**src/rtl/fpu_req_arbiter_pkg.sv**
```systemverilog
// Shared types for the FPU request arbiter: FU request payload, exception record,
// tag-table entry and the round-robin pick helper.
package fpu_req_arbiter_pkg;

  localparam int unsigned FLen        = 64;
  localparam int unsigned XLen        = 64;
  localparam int unsigned TransIdBits = 3;
  localparam int unsigned ArbMaxReq   = 8;
  localparam int unsigned ArbReqIdxW  = 3;

  typedef enum logic [3:0] {
    FAdd, FSub, FMul, FDiv, FMadd, FSqrt, FCmp, FCvt
  } fpu_op_t;

  typedef struct packed {
    fpu_op_t                operation;
    logic [FLen-1:0]        operand_a;
    logic [FLen-1:0]        operand_b;
    logic [FLen-1:0]        operand_c;
    logic [TransIdBits-1:0] trans_id;
  } fu_data_t;

  typedef struct packed {
    logic [XLen-1:0] cause;
    logic [XLen-1:0] tval;
    logic            valid;
  } exception_t;

  typedef struct packed {
    logic [ArbReqIdxW-1:0]  owner;
    logic [TransIdBits-1:0] orig_id;
  } arb_tag_entry_t;

  typedef struct packed {
    logic                  found;
    logic [ArbReqIdxW-1:0] idx;
  } rr_pick_t;

  // First set bit of valid at or above ptr, wrapping within num_req requesters.
  function automatic rr_pick_t rr_pick(input logic [ArbMaxReq-1:0]  valid,
                                       input logic [ArbReqIdxW-1:0] ptr,
                                       input int unsigned           num_req);
    rr_pick_t              res;
    logic [ArbReqIdxW-1:0] j;
    res = '0;
    for (int unsigned i = 0; i < ArbMaxReq; i++) begin
      if (i < num_req) begin
        j = ArbReqIdxW'((32'(ptr) + i) % num_req);
        if (!res.found && valid[j]) begin
          res.found = 1'b1;
          res.idx   = j;
        end
      end
    end
    return res;
  endfunction

endpackage

```
**src/rtl/fpu_tag_pool.sv**
```systemverilog
// Free-tag pool: busy bitmask, lowest-free-tag encoder and an in-use counter.
module fpu_tag_pool #(
  parameter int unsigned TAG_W = 3
) (
  input  logic                clk_i,
  input  logic                rst_i,
  input  logic                alloc_i,
  input  logic                free_i,
  input  logic [TAG_W-1:0]    free_tag_i,
  output logic [TAG_W-1:0]    alloc_tag_o,
  output logic                avail_o,
  output logic [2**TAG_W-1:0] busy_o,
  output logic [TAG_W:0]      count_o
);

  localparam int NTags = 2**TAG_W;

  logic [NTags-1:0] r_busy;
  logic [TAG_W:0]   r_count;

  // Lowest-index free tag; scanning downward lets the lowest one win.
  always_comb begin
    alloc_tag_o = '0;
    avail_o     = 1'b0;
    for (int i = NTags - 1; i >= 0; i--) begin
      if (!r_busy[i]) begin
        avail_o     = 1'b1;
        alloc_tag_o = TAG_W'(i);
      end
    end
  end

  // Busy mask and count; the allocated tag is always free and the freed tag always busy.
  always_ff @(posedge clk_i or posedge rst_i) begin
    if (rst_i) begin
      r_busy  <= '0;
      r_count <= '0;
    end else begin
      if (alloc_i) r_busy[alloc_tag_o] <= 1'b1;
      if (free_i)  r_busy[free_tag_i]  <= 1'b0;
      case ({alloc_i, free_i})
        2'b10:   r_count <= r_count + 1'b1;
        2'b01:   r_count <= r_count - 1'b1;
        default: r_count <= r_count;
      endcase
    end
  end

  assign busy_o  = r_busy;
  assign count_o = r_count;

endmodule

```
**src/rtl/fpu_req_arbiter.sv**
```systemverilog
// Round-robin arbiter sharing one FPU between requesters; retags requests from a
// free-tag pool and routes responses back to their owner with the original ID.
module fpu_req_arbiter
  import fpu_req_arbiter_pkg::*;
#(
  parameter int unsigned NUM_REQ   = 2,
  parameter int unsigned TAG_W     = TransIdBits,
  parameter int unsigned REQ_IDX_W = $clog2(NUM_REQ)
) (
  input  logic                              clk_i,
  input  logic                              rst_i,
  input  logic [NUM_REQ-1:0]                req_valid_i,
  output logic [NUM_REQ-1:0]                req_ready_o,
  input  fu_data_t [NUM_REQ-1:0]            req_data_i,
  input  logic [NUM_REQ-1:0][1:0]           req_fmt_i,
  input  logic [NUM_REQ-1:0][2:0]           req_rm_i,
  input  logic [NUM_REQ-1:0][6:0]           req_prec_i,
  output logic                              fpu_valid_o,
  input  logic                              fpu_ready_i,
  output fu_data_t                          fpu_data_o,
  output logic [1:0]                        fpu_fmt_o,
  output logic [2:0]                        fpu_rm_o,
  output logic [2:0]                        fpu_frm_o,
  output logic [6:0]                        fpu_prec_o,
  input  logic                              fpu_rsp_valid_i,
  input  logic [TAG_W-1:0]                  fpu_rsp_tag_i,
  input  logic [FLen-1:0]                   fpu_rsp_result_i,
  input  exception_t                        fpu_rsp_exc_i,
  output logic [NUM_REQ-1:0]                rsp_valid_o,
  output logic [TAG_W-1:0]                  rsp_trans_id_o,
  output logic [FLen-1:0]                   rsp_result_o,
  output exception_t                        rsp_exc_o,
  output logic [TAG_W:0]                    outstanding_o,
  output logic                              busy_o,
  output logic                              spurious_o
);

  localparam int unsigned NTags = 2**TAG_W;

  logic [REQ_IDX_W-1:0] r_rr_ptr;
  arb_tag_entry_t       r_table [NTags];
  logic [NUM_REQ-1:0]   r_rsp_valid;
  logic [TAG_W-1:0]     r_rsp_id;
  logic [FLen-1:0]      r_rsp_result;
  exception_t           r_rsp_exc;
  logic                 r_spurious;

  rr_pick_t             w_pick;
  logic                 w_accept;
  logic [TAG_W-1:0]     w_alloc_tag;
  logic                 w_avail;
  logic [NTags-1:0]     w_busy_mask;
  logic                 w_rsp_hit;
  arb_tag_entry_t       w_rsp_entry;
  fu_data_t             w_sel_data;
  logic [1:0]           w_sel_fmt;
  logic [2:0]           w_sel_rm;
  logic [6:0]           w_sel_prec;
  logic [REQ_IDX_W-1:0] w_rr_next;

  assign w_pick = rr_pick(ArbMaxReq'(req_valid_i), ArbReqIdxW'(r_rr_ptr), NUM_REQ);

  // Nothing is offered while reset is held so all handshake outputs read 0 at once.
  assign fpu_valid_o = w_pick.found & w_avail & ~rst_i;
  assign w_accept    = fpu_valid_o & fpu_ready_i;

  // Mux the granted requester onto the FPU side and derive ready and next pointer.
  always_comb begin
    w_sel_data  = '0;
    w_sel_fmt   = '0;
    w_sel_rm    = '0;
    w_sel_prec  = '0;
    req_ready_o = '0;
    w_rr_next   = r_rr_ptr;
    for (int unsigned i = 0; i < NUM_REQ; i++) begin
      if (w_pick.idx == ArbReqIdxW'(i)) begin
        w_sel_data     = req_data_i[i];
        w_sel_fmt      = req_fmt_i[i];
        w_sel_rm       = req_rm_i[i];
        w_sel_prec     = req_prec_i[i];
        req_ready_o[i] = w_accept;
        w_rr_next      = (i == NUM_REQ - 1) ? '0 : REQ_IDX_W'(i + 1);
      end
    end
  end

  // Forward the granted request with its trans_id replaced by the allocated tag.
  always_comb begin
    fpu_data_o          = w_sel_data;
    fpu_data_o.trans_id = TransIdBits'(w_alloc_tag);
  end

  assign fpu_fmt_o  = w_sel_fmt;
  assign fpu_rm_o   = w_sel_rm;
  assign fpu_frm_o  = 3'b000;
  assign fpu_prec_o = w_sel_prec;

  fpu_tag_pool #(
    .TAG_W (TAG_W)
  ) u_tag_pool (
    .clk_i       (clk_i),
    .rst_i       (rst_i),
    .alloc_i     (w_accept),
    .free_i      (w_rsp_hit),
    .free_tag_i  (fpu_rsp_tag_i),
    .alloc_tag_o (w_alloc_tag),
    .avail_o     (w_avail),
    .busy_o      (w_busy_mask),
    .count_o     (outstanding_o)
  );

  assign w_rsp_hit   = fpu_rsp_valid_i & w_busy_mask[fpu_rsp_tag_i];
  assign w_rsp_entry = r_table[fpu_rsp_tag_i];

  // Round-robin pointer advances past the winner only on acceptance.
  always_ff @(posedge clk_i or posedge rst_i) begin
    if (rst_i) begin
      r_rr_ptr <= '0;
    end else if (w_accept) begin
      r_rr_ptr <= w_rr_next;
    end
  end

  // Tag table: owner and original ID of each allocated tag.
  always_ff @(posedge clk_i or posedge rst_i) begin
    if (rst_i) begin
      for (int unsigned i = 0; i < NTags; i++) r_table[i] <= '0;
    end else if (w_accept) begin
      r_table[w_alloc_tag] <= '{owner: w_pick.idx, orig_id: w_sel_data.trans_id};
    end
  end

  // Response registers: one-cycle strobe to the owner, or a spurious pulse for a free tag.
  always_ff @(posedge clk_i or posedge rst_i) begin
    if (rst_i) begin
      r_rsp_valid  <= '0;
      r_rsp_id     <= '0;
      r_rsp_result <= '0;
      r_rsp_exc    <= '0;
      r_spurious   <= 1'b0;
    end else begin
      r_spurious <= fpu_rsp_valid_i & ~w_busy_mask[fpu_rsp_tag_i];
      for (int unsigned i = 0; i < NUM_REQ; i++) begin
        r_rsp_valid[i] <= w_rsp_hit & (w_rsp_entry.owner == ArbReqIdxW'(i));
      end
      if (w_rsp_hit) begin
        r_rsp_id     <= TAG_W'(w_rsp_entry.orig_id);
        r_rsp_result <= fpu_rsp_result_i;
        r_rsp_exc    <= fpu_rsp_exc_i;
      end
    end
  end

  assign rsp_valid_o    = r_rsp_valid;
  assign rsp_trans_id_o = r_rsp_id;
  assign rsp_result_o   = r_rsp_result;
  assign rsp_exc_o      = r_rsp_exc;
  assign spurious_o     = r_spurious;
  assign busy_o         = (outstanding_o != '0);

endmodule

```
**config.mk**
```make
export PLATFORM = sky130hd
export DESIGN_NAME = fpu_req_arbiter
export DESIGN_NICKNAME = d
export VERILOG_FILES = /design/src/rtl/fpu_req_arbiter_pkg.sv /design/src/rtl/fpu_tag_pool.sv /design/src/rtl/fpu_req_arbiter.sv
export SDC_FILE = /design/constraint.sdc
export NUM_CORES = 1
export LEC_CHECK = 0
export ABC_AREA = 1
export CAP_MARGIN = 10
export CORE_AREA = 2 2 405 407
export CTS_BUF_LIST = sky130_fd_sc_hd__clkbuf_8
export DETAILED_ROUTE_END_ITERATION = 6
export DIE_AREA = 0 0 407 409
export GPL_TIMING_DRIVEN = 0
export SLEW_MARGIN = 20
export SYNTH_ARGS = -nofsm -noshare
export SYNTH_HDL_FRONTEND = slang
export SYNTH_SLANG_ARGS = --single-unit
```
**constraint.sdc**
```tcl
create_clock -name clk_i -period 8.54 [get_ports clk_i]
set_clock_uncertainty 0.1 [all_clocks]
set_input_delay 1.708 -clock clk_i [delete_from_list [all_inputs] [get_ports clk_i]]
set_output_delay 1.708 -clock clk_i [all_outputs]
set_load 0.02 [all_outputs]
```
==> results of run 1 <==
==> cells by family (layout without fill, tap and decap cells) <==
| group | after synthesis | in the layout | share of synthesized area |
|---|---|---|---|
| and+or+nand+nor | 1419 | 1419 | 0.387 |
| buffers and inverters | 332 | 1462 | 0.152 |
| DFF | 244 | 244 | 0.435 |
| AOI/OAI and AO/OA | 52 | 52 | 0.0210 |
| xor gates and xnor gates | 4 | 4 | 0.00250 |
| adders and majority gates | 3 | 3 | 0.00267 |
| other | 1 | 20 | 0.000267 |
==> flip-flops by register name, summed over array words and instances, names as in the netlist, 2 cells and up <==
signal and flops:
r_table 32, rsp_exc_o 129, rsp_result_o 64, rsp_trans_id_o 3, rsp_valid_o 2, u_tag_pool.busy_o 8, u_tag_pool.count_o 4
==> cell type report <==
cell class / count / area [um2]
inverters: 34 / 131
diodes: 17 / 42.5
well taps: 2175 / 2720
clock buffers: 55 / 757
flip-flops and latches: 244 / 6110
multi-input cells: 1481 / 5810
plain buffers: 298 / 2010
clock inverters: 27 / 191
fillers: 18482 / 134000
repair buffers: 1048 / 10600
==> path summary, 6_finish.rpt <==
kind | slack, ns | endpoint | from | cells after the start
max | 1.41 | fpu_data_o[81] | req_valid_i[0] | 9
min | 0.37 | r_table[21] | r_table[21] | 2
max reg2reg | 5.39 | u_tag_pool.count_o[2] | u_tag_pool.busy_o[0] | 12
min reg2reg | 0.37 | r_table[21] | r_table[21] | 2
max in group asynchronous | 5.51 | u_tag_pool.count_o[2] | rst_i | 6
min in group asynchronous | 1.50 | u_tag_pool.busy_o[1] | rst_i | 2
==> per-stage QoR <==
stage / total power [mW] / worst slack [ns] / setup TNS, ns
after floorplan: 3.20 / 1.16 / 0
after global placement: 5.10 / -2.01 / -2.01
after detailed placement: 5.12 / 1.18 / 0
after CTS: 6.40 / 1.17 / 0
after global routing: 6.63 / 1.24 / 0
final: 6.25 / 1.41 / 0
==> where the power goes <==
part	internal (mW)	switching, mW	total, mW
Combinational	1.42	1.81	3.23
Sequential	1.55	0.255	1.81
Clock	0.627	0.576	1.20
==> per-layer routing <==
metal	wire length, um	global-route usage	part of all wire	up-vias
met5	163	0	0.0013	-
met4	4130	0.0454	0.032	24
met3	10700	0.0457	0.084	146
met2	66500	0.274	0.52	806
met1	46100	0.154	0.36	8232
li1	-	-	-	8243
==> worst register-to-register path, delay by kind of cell (launching register included) <==
family                     cells  cell delay [ns]
AOI/OAI and AO/OA              2             0.20
DFF                            1             0.32
buffers and inverters          2             0.76
and+or+nand+nor                4             0.70
adders and majority gates      2             0.55
xor gates and xnor gates       2             0.41
==> cells in the mapped netlist, drive strengths merged <==
| cell type | number | area share |
|---|---|---|
| nand4 | 12 | 0.0053 |
| a21boi | 3 | 0.0016 |
| conb | 1 | 0.00027 |
| xor2 | 3 | 0.0019 |
| nor2 | 46 | 0.014 |
| ha | 3 | 0.0027 |
| inv | 34 | 0.0091 |
| o21a | 5 | 0.0027 |
| and2 | 1 | 0.00045 |
| nand3 | 34 | 0.012 |
| dfrtp | 244 | 0.43 |
| a21oi | 9 | 0.0032 |
| clkbuf | 53 | 0.015 |
| o21ai | 29 | 0.010 |
| xnor2 | 1 | 0.00062 |
| buf | 245 | 0.13 |
| nand2 | 1326 | 0.35 |
| o211ai | 6 | 0.0032 |
==> metrics, run 1 <==
outcome=finished clean; Routed Antenna Nets=0; area grow syn2layout=102%; core box area=162000 um2; Slew @ Worst Pin=0.973 ns; Util after Layout=0.175; antenna violations before repair=46; RSZ-0062 raised after global routing=false; most frequent CP cell=nand2_1; H-tree depth=2; hold_buf cts=0; Initial DRT Pass Iterations=5; final WL=128000 um; gr usage total=0.147; routed length per instance=23.7 um; slowest stage cell, crit path=clkbuf_1; clock transition at the registers of the reported paths=0.06 ns; Die ar.=166000 um2; first-pass GRT wire length=163000 um; crit path kind=input pin to output port; non-filler instance count after layout=5379; commonest non-fill, non-tap cell in the layout=nand2_1; DRC errors left=0; final hold vios=0; Cells after Synth=2055; port buffer count=1040; element type at the critical path end=output port; Avg Cell Area, Syn=6.83 um2; WP buf/inv=5; total CTS buffers=45; CTS tree=yes; sequential area share after synthesis=0.435; startpoint types=input pin; site row count=148; Final setup viols=0; mean number of vias per cell=3.24; Worst EP required=6.73 ns; CP top delay family=buffers and inverters; CTS max path bufs=3; CP arrival=5.32 ns; I/O Pins=1045; largest net degree at the start of global routing=33; CTS root buffer=clkbuf_8; total vias in the final route=17451; post-layout minimum cycle time=7.13 ns; die width=407 um; Largest stage delay, worst path=0.79 ns; Cells after DPL=5280; HP Class=flip-flop to flip-flop; vias in the first global route=17901; Clock Latency Late Sink=0.64 ns; synthesized area=14000 um2; hold_ws=0.369 ns; final instance area=28300 um2; layout net count=3779; Yosys warning total=0; count of state elements after synthesis=244; Iteration-0 DRC Markers=1148; crit path cell chain=clkdlybuf4s50_1 > nand2_1 > nand2_1 > clkbuf_1 > clkbuf_1 > nand2_1 > nand2_1 > buf_4 > clkdlybuf4s50_1; Starting Density=0.0867; share of post-route cells with drive strength above 1=0.107; maximum capacitance violations=0; placed cell area=27400 um2; fin. max-slew vios=0; Max Fclk=140 MHz; global route total overflow=0; Pwr Density=220 nW/um2; Worst VDD drop=0.124 mV; final RePlAce weighted congestion=0.942; CTS Sinks=244; DIE HEIGHT=409 um; Slew headroom=0.351; Critical Path Fanout Max=10; setup bufs post-CTS=0; commonest cells after routing, fill and taps aside=nand2_1, clkdlybuf4s50_1, dfrtp_1; Synth cell types=27; final clock period utilization by the worst path=0.835; leak pwr=13.2 nW; DP HPWL=112000 um; post-CTS sizing=0
Note: power is estimated with default switching activity, not from simulation.
==> run 2, diff against run 1 <==
clock period = 6.43 ns   (was 8.54 ns; I/O delays follow)
==> metrics, run 2 (synthesis gave the netlist of run 1 again) <==
commonest non-fill, non-tap cell in the layout=nand2_1; Largest register FFs=129; H-tree depth=2; Highest Signal Layer=met5; Largest stage delay, worst path=0.62 ns; first-pass GRT wire length=159000 um; I/O Pins=1045; Clock Latency Late Sink=0.63 ns; CTS tree=yes; mean number of vias per cell=3.27; post-layout minimum cycle time=6.19 ns; outcome=finished clean; routed length per instance=23.3 um; antenna violations before repair=80; vias in the first global route=17423; largest net degree at the start of global routing=33; HP Class=flip-flop to flip-flop; Starting Density=0.0867; Post-Place Worst Slack=-0.887 ns; RSZ-0062 raised after global routing=false; DR WL met2=65600 um; startpoint types=input pin; die width=407 um; crit path cell chain=clkdlybuf4s50_1 > nand2_2 > inv_1 > clkbuf_2 > clkbuf_1 > nand2_1 > nand2_1 > buf_4 > clkdlybuf4s50_1; total CTS buffers=42; Initial DRT Pass Iterations=5; Final setup viols=0; crit path kind=input pin to output port; element type at the critical path end=output port; leak pwr=13.2 nW; Max Fclk=162 MHz; Iteration-0 DRC Markers=1153; Overall Power=8.24 mW; Critical Path Fanout Max=11; CP arrival=4.80 ns; CTS max path bufs=3; Slew @ Worst Pin=0.915 ns; share of post-route cells with drive strength above 1=0.107; final WL=125000 um; area grow syn2layout=102%; clock transition at the registers of the reported paths=0.06 ns; Worst EP required=5.04 ns; fin. max-slew vios=0; site row count=148; DP HPWL=111000 um; Cells after DPL=5283; slowest stage cell, crit path=clkdlybuf4s50_1; Die ar.=166000 um2; maximum capacitance violations=0; non-filler instance count after layout=5372; Routed Antenna Nets=0; final hold vios=0; met3 WL=9720 um; port buffer count=1040; Slew headroom=0.390; DRC errors left=0; global route total overflow=0; total vias in the final route=17553; Pwr Density=291 nW/um2; core box area=162000 um2; CTS Sinks=244; final RePlAce weighted congestion=0.974; Worst VDD drop=0.167 mV; commonest cells after routing, fill and taps aside=nand2_1, clkdlybuf4s50_1, dfrtp_1; final clock period utilization by the worst path=0.963; layout net count=3779; CTS root buffer=clkbuf_8; fin worst setup slack=0.240 ns; met1 WL=47200 um; DIE HEIGHT=409 um; gr usage total=0.143
[run 2: cell types whose count changed in the layout (fill, tap and decap cells not counted), moves of 2 or more]
| cell | change |
|---|---|
| clkbuf_8 | -5 |
| clkinv_2 | +3 |
| buf_6 | +2 |
| clkbuf_1 | +2 |
| inv_1 | -4 |
| bufinv_16 | +2 |
| diode_2 | -4 |
| clkbuf_2 | -2 |
[run 2: area by class of cell]
cell class,instances,area (um2)
antenna,13,32.5
buffer,298,2010
clock buffer,50,688
clock inverter,26,219
fill,18419,134000
inverter,34,131
multi-input combinational,1481,5810
sequential,244,6110
tap,2175,2720
timing repair buffer,1051,10600
[run 2: per-stage QoR]
| stage | setup TNS [ns] | util | instance area (um2) | hold WS [ns] |
|---|---|---|---|---|
| after global placement | -161.95 | 0.168 | 27200 | 0.349 |
| after detailed placement | -26.11 | 0.169 | 27400 | 0.358 |
| after global routing | 0 | 0.175 | 28300 | 0.385 |
| final | 0 | 0.175 | 28300 | 0.372 |
| after floorplan | -0.0159 | - | 14100 | 0.337 |
| after CTS | 0 | 0.175 | 28300 | 0.373 |
[run 2: layer usage]
metal,vias to the layer above,global-route usage
met5,-,0
met4,16,0.0278
met3,169,0.0392
met2,869,0.271
met1,8275,0.158
li1,8224,-
[run 2: power breakdown]
group	total [mW]	switching (mW)	internal, mW
sequential	2.40	0.335	2.06
clock	1.59	0.754	0.839
combinational	4.25	2.35	1.89
[run 2: worst max-delay path: cells and delay by family]
| kind | cells | cell delay [ns] |
|---|---|---|
| buf+inv | 6 | 2.53 |
| simple gates | 3 | 0.94 |
[run 2: timing repair]
item / 4_1_cts / 5_1_grt
endpoints found under the setup margin: 119 / 0
gates resized for setup: 4 / 0
endpoints found under the hold margin: 0 / 0
buffers inserted: 0 / 0
hold buffers: 0 / 0
[run 2: final timing paths]
kind,start,end,slack [ns],cells after the start
max,req_valid_i[1],fpu_data_o[163],0.24,9
min,r_table[18],r_table[18],0.37,2
max reg2reg,u_tag_pool.busy_o[0],u_tag_pool.count_o[2],3.42,12
min reg2reg,r_table[18],r_table[18],0.37,2
max in group asynchronous,rst_i,u_tag_pool.count_o[3],3.49,8
min in group asynchronous,rst_i,rsp_result_o[33],1.05,2
==> run 3, diff against run 2 <==
--- a/config.mk
+++ b/config.mk
@@ -12,4 +12,5 @@
 export DETAILED_ROUTE_END_ITERATION = 6
 export DIE_AREA = 0 0 407 409
+export GPL_ROUTABILITY_DRIVEN = 0
 export GPL_TIMING_DRIVEN = 0
 export SLEW_MARGIN = 20
==> constraint.sdc (replaced) <==
create_clock -name clk_i -period 6.43 [get_ports clk_i]
set_clock_uncertainty 0.1 [all_clocks]
set_input_delay 0.643 -clock clk_i [delete_from_list [all_inputs] [get_ports clk_i]]
set_output_delay 0.643 -clock clk_i [all_outputs]
set_load 0.02 [all_outputs]
==> metrics, run 3 (synthesis gave the netlist of run 1 again) <==
outcome=finished clean; final WL=125000 um; routed length per instance=23.1 um; HP Class=input pin to asynchronous set/reset pin; total CTS buffers=45; Initial DRT Pass Iterations=6; clock transition at the registers of the reported paths=0.06 ns; core box area=162000 um2; Multi-input gate area=5810 um2; Routed Antenna Nets=0; setup bufs post-CTS=0; Final setup viols=0; layout net count=3781; placed cell area=27400 um2; Internal Pwr Total=4.81 mW; Die ar.=166000 um2; maximum capacitance violations=0; antenna violations before repair=62; fin. max-slew vios=0; vias in the first global route=18101; Clk pwr share=0.193; crit path cell chain=clkdlybuf4s50_1 > nand2_1 > nand2_1 > clkbuf_1 > clkbuf_1 > nand2_1 > nand2_1 > buf_4 > clkdlybuf4s50_1; hold_buf cts=0; total vias in the final route=17861; Sequential cell area=6110 um2; hold_ws=0.245 ns; Iteration-0 DRC Markers=1194; Switching Share=0.422; register share of total power=0.289; commonest cells after routing, fill and taps aside=nand2_1, clkdlybuf4s50_1, dfrtp_1; RSZ-0062 raised after global routing=false; element type at the critical path end=output port; Critical Path Fanout Max=10; CTS max path bufs=3; DRC errors left=0; Largest register FFs=129; post-CTS sizing=0; port buffer count=1040; startpoint types=input pin; final instance area=28400 um2; Largest stage delay, worst path=0.85 ns; post-layout minimum cycle time=4.96 ns; CP top delay family=buffers and inverters; site row count=148; Slew @ Worst Pin=1.03 ns; die width=407 um; Clock Latency Late Sink=0.65 ns; first-pass GRT wire length=159000 um; Sw Pwr=3.52 mW; global route total overflow=0; Slew headroom=0.316; largest net degree at the start of global routing=34; gr usage total=0.143; most frequent CP cell=nand2_1; slowest stage cell, crit path=clkdlybuf4s50_1; reg-to-reg setup timing slack=3.26 ns; leak pwr=13.2 nW; H-tree depth=2; mean number of vias per cell=3.31; commonest non-fill, non-tap cell in the layout=nand2_1; Worst VDD drop=0.166 mV; Layout fillers=18328; Logic pwr share=0.518; WP buf/inv=5; CTS root buffer=clkbuf_8; share of post-route cells with drive strength above 1=0.107; CTS Sinks=244; DIE HEIGHT=409 um; Overall Power=8.32 mW; I/O Pins=1045; CTS tree=yes; Max Fclk=202 MHz; area grow syn2layout=102%; Starting Density=0.0867; final clock period utilization by the worst path=0.771; Pwr Density=293 nW/um2; final hold vios=0; DP HPWL=110000 um; crit path kind=input pin to output port; Worst EP required=5.69 ns; CP arrival=4.21 ns
[run 3: cell types whose count changed in the layout (fill, tap and decap cells not counted), moves of 2 or more]
cell       change
diode_2       +14
bufinv_16      -2
inv_6          -2
clkinv_2       -6
clkbuf_8       +7
clkinv_4       +2
inv_1          +6
[run 3: layout make-up]
class	instances	share of cell area
timing repair buffer	1050	0.373
inverter	34	0.00462
clock buffer	57	0.0276
tap	2175	0.0958
multi-input combinational	1481	0.204
antenna	27	0.00238
clock inverter	25	0.00621
buffer	298	0.0708
sequential	244	0.215
[run 3: power by group through the flow]
stage / logic (mW) / clock network [mW] / registers [mW]
final: 4.31 / 1.61 / 2.40
after global routing: 4.61 / 1.75 / 2.46
after CTS: 4.42 / 1.69 / 2.40
after detailed placement: 4.40 / 0 / 2.41
after global placement: 4.37 / 0 / 2.40
after floorplan: 1.34 / 0 / 2.91
[run 3: routing by layer]
metal	wire (um)	part of all wire	track usage	vias to the layer above
li1	-	-	-	8256
met1	42400	0.34	0.142	8327
met2	61000	0.49	0.252	1022
met3	13400	0.11	0.0583	224
met4	7710	0.062	0.0773	32
met5	184	0.0015	0	-
[run 3: worst reg2reg max path, delay by kind of cell, from the launching register on]
kind            cells  cell delay (ns)
buf+inv             2             0.79
compound gates      2             0.21
xor+xnor            2             0.41
flops               1             0.31
fa+ha+maj           2             0.56
simple gates        4             0.67
[run 3: final timing paths]
check	start	cells past startpoint	end
max in group asynchronous	rst_i	7	rsp_exc_o[38]
worst min register to register	r_table[21]	2	r_table[21]
worst max-delay path	req_valid_i[0]	9	fpu_data_o[80]
worst max register to register	u_tag_pool.busy_o[0]	12	u_tag_pool.count_o[2]
worst min-delay path	rst_i	2	u_tag_pool.busy_o[7]
min in group clk_i	r_table[21]	2	r_table[21]
[run 3: stage by stage]
| stage | utilization | instances | setup TNS (ns) | worst slack (ns) |
|---|---|---|---|---|
| after floorplan | - | 2057 | 0 | 1.18 |
| after global placement | 0.168 | 5272 | -1.96 | -1.96 |
| after detailed placement | 0.169 | 5282 | 0 | 1.29 |
| after CTS | 0.175 | 5364 | 0 | 1.25 |
| after global routing | 0.175 | 5368 | 0 | 1.21 |
| final | 0.175 | 5391 | 0 | 1.47 |
